$ cat src/rtl/hazard_scoreboard_if.sv
// ID-stage request and forwarding/stall control bundle of the hazard scoreboard.
// The slave side is the scoreboard; the master side is the pipeline driving it.
interface hazard_scoreboard_if;
   logic       id_valid;
   logic [4:0] id_rs;
   logic [4:0] id_rt;
   logic       id_uses_rs;
   logic       id_uses_rt;
   logic [4:0] id_rd;
   logic       id_regWr;
   logic       id_memRd;
   logic       ex_branch_taken;
   logic       mem_wait;
   logic       stall;
   logic       flush_if_id;
   logic       flush_id_ex;
   logic [4:0] EX_reg;
   logic       EX_regWr;
   logic [4:0] MEM_reg;
   logic       MEM_regWr;
   logic [4:0] WB_reg;
   logic       WB_regWr;
   logic [1:0] fwd_a_sel;
   logic [1:0] fwd_b_sel;

   modport master (
      output id_valid, id_rs, id_rt, id_uses_rs, id_uses_rt, id_rd, id_regWr, id_memRd,
             ex_branch_taken, mem_wait,
      input  stall, flush_if_id, flush_id_ex, EX_reg, EX_regWr, MEM_reg, MEM_regWr,
             WB_reg, WB_regWr, fwd_a_sel, fwd_b_sel
   );

   modport slave (
      input  id_valid, id_rs, id_rt, id_uses_rs, id_uses_rt, id_rd, id_regWr, id_memRd,
             ex_branch_taken, mem_wait,
      output stall, flush_if_id, flush_id_ex, EX_reg, EX_regWr, MEM_reg, MEM_regWr,
             WB_reg, WB_regWr, fwd_a_sel, fwd_b_sel
   );
endinterface

$ cat src/rtl/hazard_scoreboard.sv
// EX/MEM/WB shadow slots driving load-use stall, branch flush and forward selects.
// Define HAZARD_PERF_COUNTERS_EN to add stall/flush performance counter outputs.
module hazard_scoreboard #(
   parameter int LOAD_USE_STALL = 1
) (
   input  logic               clk,
   input  logic               reset_n,
   hazard_scoreboard_if.slave bus
`ifdef HAZARD_PERF_COUNTERS_EN
   ,
   output logic [31:0]        perf_stall_cnt,
   output logic [31:0]        perf_flush_cnt
`endif
);
   logic [4:0] ex_reg, mem_reg, wb_reg;
   logic       ex_wr, ex_ld, mem_wr, mem_ld, wb_wr;
   logic [1:0] sel_a, sel_b, sel_a_d, sel_b_d;
   logic       match_rs, match_rt, hazard, flush, bubble, rd_wr;

   // A load in MEM only blocks its consumer when data arrives at the end of WB.
   always_comb begin
      match_rs = (ex_wr && ex_ld && ex_reg == bus.id_rs)
              || (LOAD_USE_STALL == 2 && mem_wr && mem_ld && mem_reg == bus.id_rs);
      match_rt = (ex_wr && ex_ld && ex_reg == bus.id_rt)
              || (LOAD_USE_STALL == 2 && mem_wr && mem_ld && mem_reg == bus.id_rt);
      hazard   = bus.id_valid
              && ((bus.id_uses_rs && bus.id_rs != 5'd0 && match_rs)
               || (bus.id_uses_rt && bus.id_rt != 5'd0 && match_rt));
      flush    = bus.ex_branch_taken && !bus.mem_wait;
      bubble   = hazard || bus.ex_branch_taken || !bus.id_valid;
      rd_wr    = bus.id_regWr && bus.id_rd != 5'd0;

      sel_a_d = 2'd0;
      if (bus.id_uses_rs && bus.id_rs != 5'd0) begin
         if (ex_wr && ex_reg == bus.id_rs)        sel_a_d = 2'd1;
         else if (mem_wr && mem_reg == bus.id_rs) sel_a_d = 2'd2;
      end
      sel_b_d = 2'd0;
      if (bus.id_uses_rt && bus.id_rt != 5'd0) begin
         if (ex_wr && ex_reg == bus.id_rt)        sel_b_d = 2'd1;
         else if (mem_wr && mem_reg == bus.id_rt) sel_b_d = 2'd2;
      end
   end

   always_ff @(posedge clk or negedge reset_n) begin
      if (!reset_n) begin
         ex_reg  <= 5'd0;
         ex_wr   <= 1'b0;
         ex_ld   <= 1'b0;
         mem_reg <= 5'd0;
         mem_wr  <= 1'b0;
         mem_ld  <= 1'b0;
         wb_reg  <= 5'd0;
         wb_wr   <= 1'b0;
         sel_a   <= 2'd0;
         sel_b   <= 2'd0;
      end else if (!bus.mem_wait) begin
         wb_reg  <= mem_reg;
         wb_wr   <= mem_wr;
         mem_reg <= ex_reg;
         mem_wr  <= ex_wr;
         mem_ld  <= ex_ld;
         if (bubble) begin
            ex_reg <= 5'd0;
            ex_wr  <= 1'b0;
            ex_ld  <= 1'b0;
            sel_a  <= 2'd0;
            sel_b  <= 2'd0;
         end else begin
            ex_reg <= bus.id_rd;
            ex_wr  <= rd_wr;
            ex_ld  <= bus.id_memRd;
            sel_a  <= sel_a_d;
            sel_b  <= sel_b_d;
         end
      end
   end

   assign bus.stall       = (hazard && !bus.ex_branch_taken) || bus.mem_wait;
   assign bus.flush_if_id = flush;
   assign bus.flush_id_ex = flush;
   assign bus.EX_reg      = ex_reg;
   assign bus.EX_regWr    = ex_wr;
   assign bus.MEM_reg     = mem_reg;
   assign bus.MEM_regWr   = mem_wr;
   assign bus.WB_reg      = wb_reg;
   assign bus.WB_regWr    = wb_wr;
   assign bus.fwd_a_sel   = sel_a;
   assign bus.fwd_b_sel   = sel_b;

`ifdef HAZARD_PERF_COUNTERS_EN
   always_ff @(posedge clk or negedge reset_n) begin
      if (!reset_n) begin
         perf_stall_cnt <= 32'd0;
         perf_flush_cnt <= 32'd0;
      end else begin
         if (hazard && !bus.ex_branch_taken && !bus.mem_wait)
            perf_stall_cnt <= perf_stall_cnt + 32'd1;
         if (flush)
            perf_flush_cnt <= perf_flush_cnt + 32'd1;
      end
   end
`endif
endmodule

$ cat src/flat_wrapper.sv
// flat-port wrapper written by rule: the top's interface ports become plain ports
module hazard_scoreboard_flat 
#(
   parameter int LOAD_USE_STALL = 1
)
  (clk, reset_n, bus_id_valid, bus_id_rs, bus_id_rt, bus_id_uses_rs, bus_id_uses_rt, bus_id_rd, bus_id_regWr, bus_id_memRd, bus_ex_branch_taken, bus_mem_wait, bus_stall, bus_flush_if_id, bus_flush_id_ex, bus_EX_reg, bus_EX_regWr, bus_MEM_reg, bus_MEM_regWr, bus_WB_reg, bus_WB_regWr, bus_fwd_a_sel, bus_fwd_b_sel);
  hazard_scoreboard_if bus_i ();
  input  logic clk;
  input  logic reset_n;
  input wire logic [$bits(bus_i.id_valid)-1:0] bus_id_valid;
  input wire logic [$bits(bus_i.id_rs)-1:0] bus_id_rs;
  input wire logic [$bits(bus_i.id_rt)-1:0] bus_id_rt;
  input wire logic [$bits(bus_i.id_uses_rs)-1:0] bus_id_uses_rs;
  input wire logic [$bits(bus_i.id_uses_rt)-1:0] bus_id_uses_rt;
  input wire logic [$bits(bus_i.id_rd)-1:0] bus_id_rd;
  input wire logic [$bits(bus_i.id_regWr)-1:0] bus_id_regWr;
  input wire logic [$bits(bus_i.id_memRd)-1:0] bus_id_memRd;
  input wire logic [$bits(bus_i.ex_branch_taken)-1:0] bus_ex_branch_taken;
  input wire logic [$bits(bus_i.mem_wait)-1:0] bus_mem_wait;
  output wire logic [$bits(bus_i.stall)-1:0] bus_stall;
  output wire logic [$bits(bus_i.flush_if_id)-1:0] bus_flush_if_id;
  output wire logic [$bits(bus_i.flush_id_ex)-1:0] bus_flush_id_ex;
  output wire logic [$bits(bus_i.EX_reg)-1:0] bus_EX_reg;
  output wire logic [$bits(bus_i.EX_regWr)-1:0] bus_EX_regWr;
  output wire logic [$bits(bus_i.MEM_reg)-1:0] bus_MEM_reg;
  output wire logic [$bits(bus_i.MEM_regWr)-1:0] bus_MEM_regWr;
  output wire logic [$bits(bus_i.WB_reg)-1:0] bus_WB_reg;
  output wire logic [$bits(bus_i.WB_regWr)-1:0] bus_WB_regWr;
  output wire logic [$bits(bus_i.fwd_a_sel)-1:0] bus_fwd_a_sel;
  output wire logic [$bits(bus_i.fwd_b_sel)-1:0] bus_fwd_b_sel;
  assign bus_i.id_valid = bus_id_valid;
  assign bus_i.id_rs = bus_id_rs;
  assign bus_i.id_rt = bus_id_rt;
  assign bus_i.id_uses_rs = bus_id_uses_rs;
  assign bus_i.id_uses_rt = bus_id_uses_rt;
  assign bus_i.id_rd = bus_id_rd;
  assign bus_i.id_regWr = bus_id_regWr;
  assign bus_i.id_memRd = bus_id_memRd;
  assign bus_i.ex_branch_taken = bus_ex_branch_taken;
  assign bus_i.mem_wait = bus_mem_wait;
  assign bus_stall = bus_i.stall;
  assign bus_flush_if_id = bus_i.flush_if_id;
  assign bus_flush_id_ex = bus_i.flush_id_ex;
  assign bus_EX_reg = bus_i.EX_reg;
  assign bus_EX_regWr = bus_i.EX_regWr;
  assign bus_MEM_reg = bus_i.MEM_reg;
  assign bus_MEM_regWr = bus_i.MEM_regWr;
  assign bus_WB_reg = bus_i.WB_reg;
  assign bus_WB_regWr = bus_i.WB_regWr;
  assign bus_fwd_a_sel = bus_i.fwd_a_sel;
  assign bus_fwd_b_sel = bus_i.fwd_b_sel;
  hazard_scoreboard #(.LOAD_USE_STALL(LOAD_USE_STALL)) u_core (.clk(clk), .reset_n(reset_n), .bus(bus_i));
endmodule
$ cat config.mk
export PLATFORM = sky130hd
export DESIGN_NAME = hazard_scoreboard_flat
export DESIGN_NICKNAME = d
export VERILOG_FILES = /design/src/rtl/hazard_scoreboard_if.sv /design/src/rtl/hazard_scoreboard.sv /design/src/flat_wrapper.sv
export SDC_FILE = /design/constraint.sdc
export NUM_CORES = 1
export LEC_CHECK = 0
export ABC_AREA = 1
export CAP_MARGIN = 5
export CORE_MARGIN = 3
export CORE_UTILIZATION = 30
export CTS_CLUSTER_SIZE = 10
export DETAILED_ROUTE_END_ITERATION = 8
export MAX_ROUTING_LAYER = met4
export PLACE_DENSITY = 0.52
export SYNTH_ARGS = -nofsm -noshare
export SYNTH_HDL_FRONTEND = slang
export SYNTH_SLANG_ARGS = --single-unit
$ cat constraint.sdc
create_clock -name clk -period 3 [get_ports clk]
set_input_delay 0.6 -clock clk [delete_from_list [all_inputs] [get_ports clk]]
set_output_delay 0.6 -clock clk [all_outputs]
set_load 0.1 [all_outputs]
==> summary.txt <==
Clocking
  • CTS H-tree lvls: 1
  • Clock Path Buffers: 2
  • Clk slew on worst S/H paths: about 0.080 ns
  • Worst skew pair latency: about 0.26 ns
  • Post-CTS Resized: 0
  • CTS root buffer: clkbuf_8
  • CTS Sinks: 23
  • Postcts setup bufs: 0
  • CTS tree: built
  • Cts bufs inserted: 3
  • Hold_buf cts: 0

Cells and area
  • Non-filler instance count after layout: ~330
  • Commonest non-fill, non-tap cell in the layout: nand2_1
  • Most frequent cells in the layout: nand2_1 (72), buf_4 (27), nor2_1 (26), inv_1 (24)
  • # diodes: 0
  • Area grow syn2layout: 38.32%
  • Final cell area excluding filler cells: roughly 0.0021 mm^2
  • Share of cells above drive strength 1: 0.2509
  • Final #Nets: just under 300

Power
  • Pwr dens: just over 400 mW/mm^2
  • Maximum VDD drop: ~0.15 mV
  • Leak: roughly 1.1 nW

STA
  • Worst Tran Pin Value: 0.3232 ns
  • Relative slew slack: 0.7846
  • Setup_tns: 0 ns
  • Setup repair after global routing missed its margin: no
  • Final setup viols: 0
  • Clock skew: roughly 0.0068 ns
  • FMAX: 365.0 MHz
  • Max Slew Vio Count: 0
  • Final Hold Fails: 0
  • Crit share post-route: 0.9133
  • Hold Slack: 0.4768 ns
  • Final worst path period need: approximately 2.7 ns

Route
  • Detail Route Antenna Nets: 0
  • DRT iter0 DRCs: 75
  • DR vias: 1,428
  • Number of vias per cell: 4.275
  • TritonRoute pass-1 iters: 4
  • Total Wirelength: between 3000 and 4000 um
  • Drt drc: 0
  • Routed wire per std cell: 11.75 um

Hold path
  • Hold Crit Start: u_core.ex_ld
  • Hold Crit Class: flip-flop to flip-flop
  • Hold endpoint: u_core.ex_ld
  • Cell depth of the worst min-delay path: 2

Logic synthesis
  • Top cell type's share of synthesized area: 0.3758
  • Yosys cell types: 23
  • Syn nets: between 200 and 250
  • Area contributors post-synth: dfrtp_1 (38%), nand2_1 (18%), nand3_2 (7.8%)
  • Syn Area/Cell: roughly 7.1 um^2
  • Yosys top cell by area: dfrtp_1
  • Register area share after synthesis: 0.3758
  • #FFs+latches synth: 23
  • Synth Cell Area: 0.001531 mm^2
  • Synth Warn #: 0
  • Mapped Cells: about 220

Worst setup path
  • Critical path arrival: 2.14 ns
  • Worst-path fanout max: 4
  • Critical path data required time: 2.40 ns
  • CP Class: input port to output pin
  • FF-to-FF setup slack: roughly 1.4 ns
  • Reg-to-reg startpoint: u_core.bus.EX_reg[1]
  • Crit end category: output pin
  • Worst R2R Path Depth: 11
  • Worst setup SP type: input port
  • RR Endpoint: u_core.ex_ld

Floorplanning
  • Die Area: around 0.0060 mm^2
  • Die width: between 70 and 80 um
  • Core area: about 0.0048 mm^2
  • Die height: roughly 77 um
  • I/O pin count: ~50
  • Row count: 25
  • Initial Util: 0.3179

Placed design
  • DPL Wire Length: between 3000 and 4000 um
  • Port Buffers: between 40 and 50
  • Number of placed instances with taps included: between 300 and 400
  • RePlAce Congestion: 0.8780
  • DP Area: about 0.0021 mm^2

Status
  • Outcome: finished clean

GRT
  • M3 GR Usage: 0.03480
  • Met1 GRT Util: 0.1972
  • First-pass GRT wire length: ~6500 um
  • Initial antenna violation count: 0
  • Pin count of the biggest net entering global routing: 24
  • Met2 Track Usage GR: 0.2021
  • Grt ovf: 0
  • Gr usage total: 0.1383
  • GR peak layer: met2
  • Vias in the first global route: 1,324

Run
  • Max cap viols: 0
[worst max-delay path, stage by stage]
cell,delay (ns)
clkdlybuf4s50_1,0.59
inv_1,0.07
nand2_1,0.07
nand2_2,0.06
clkinv_1,0.04
nand2_1,0.06
nor2_2,0.10
nand3_2,0.09
nand2_2,0.07
nand2_2,0.05
o21ai_2,0.15
buf_12,0.19
[worst max-delay path by stage]
| stage | from | endpoint | slack, ns | cells after the start |
|---|---|---|---|---|
| CTS | bus_id_rt[0] | bus_stall | 0.26 | 12 |
| detailed placement | bus_id_rt[0] | bus_stall | 0.27 | 12 |
| floorplan | u_core.bus.EX_reg[3] | bus_stall | -0.02 | 8 |
| global route | bus_id_rt[0] | bus_stall | 0.14 | 12 |
| global placement | bus_id_rt[0] | bus_stall | 0.29 | 12 |
| finish | bus_id_rt[0] | bus_stall | 0.26 | 12 |
[per-layer routing]
layer | part of all wire | wire, um
met1 | 0.50 | 1946
met2 | 0.44 | 1735
met3 | 0.057 | 224
met4 | 0.0048 | 19
met5 | 0 | 0
[area by class of cell]
cell class	instances	area (um^2)
Inverter	28	105.1
Fill cell	525	2699
Clock buffer	3	41.29
Multi-Input combinational cell	159	814.5
Tap cell	67	83.83
Sequential cell	23	575.6
Clock inverter	1	5.005
Timing Repair Buffer	53	493.0
[cells in the mapped netlist (all sizes together)]
| cell | n |
|---|---|
| nand2 | 86 |
| nor2 | 29 |
| inv | 27 |
| dfrtp | 23 |
| nand3 | 19 |
| xnor2 | 12 |
| o21ai | 7 |
| buf | 6 |
| nor2b | 2 |
| a21oi | 1 |
| clkbuf | 1 |
| clkinv | 1 |
| nand4 | 1 |
| nor3 | 1 |
| o211ai | 1 |
[stage by stage]
stage	utilization	setup slack (ns)	power, mW
after floorplan	-	-0.01660	0.5739
after global placement	0.4301	0.2893	0.6794
after detailed placement	0.4301	0.2678	0.6795
after CTS	0.4397	0.2598	0.8773
after global routing	0.4397	0.1442	0.9128
final	0.4397	0.2601	0.8619
[cell families (layout without fill, tap and decap cells)]
group / after synthesis / in the layout / share of synthesized area
DFF: 23 / 23 / 0.3758
buffers and inverters: 35 / 85 / 0.09640
AOI/OAI and AO/OA: 9 / 9 / 0.03104
and+or+nand+nor: 138 / 138 / 0.4281
xor gates and xnor gates: 12 / 12 / 0.06863
[power by group]
part | total, mW | internal [mW] | leakage (nW) | switching (mW)
registers | 0.348 | 0.327 | 0.312 | 0.0210
logic | 0.323 | 0.0962 | 0.728 | 0.227
clock network | 0.191 | 0.0926 | 0.0255 | 0.0980
(Power assumes the default switching activity.)
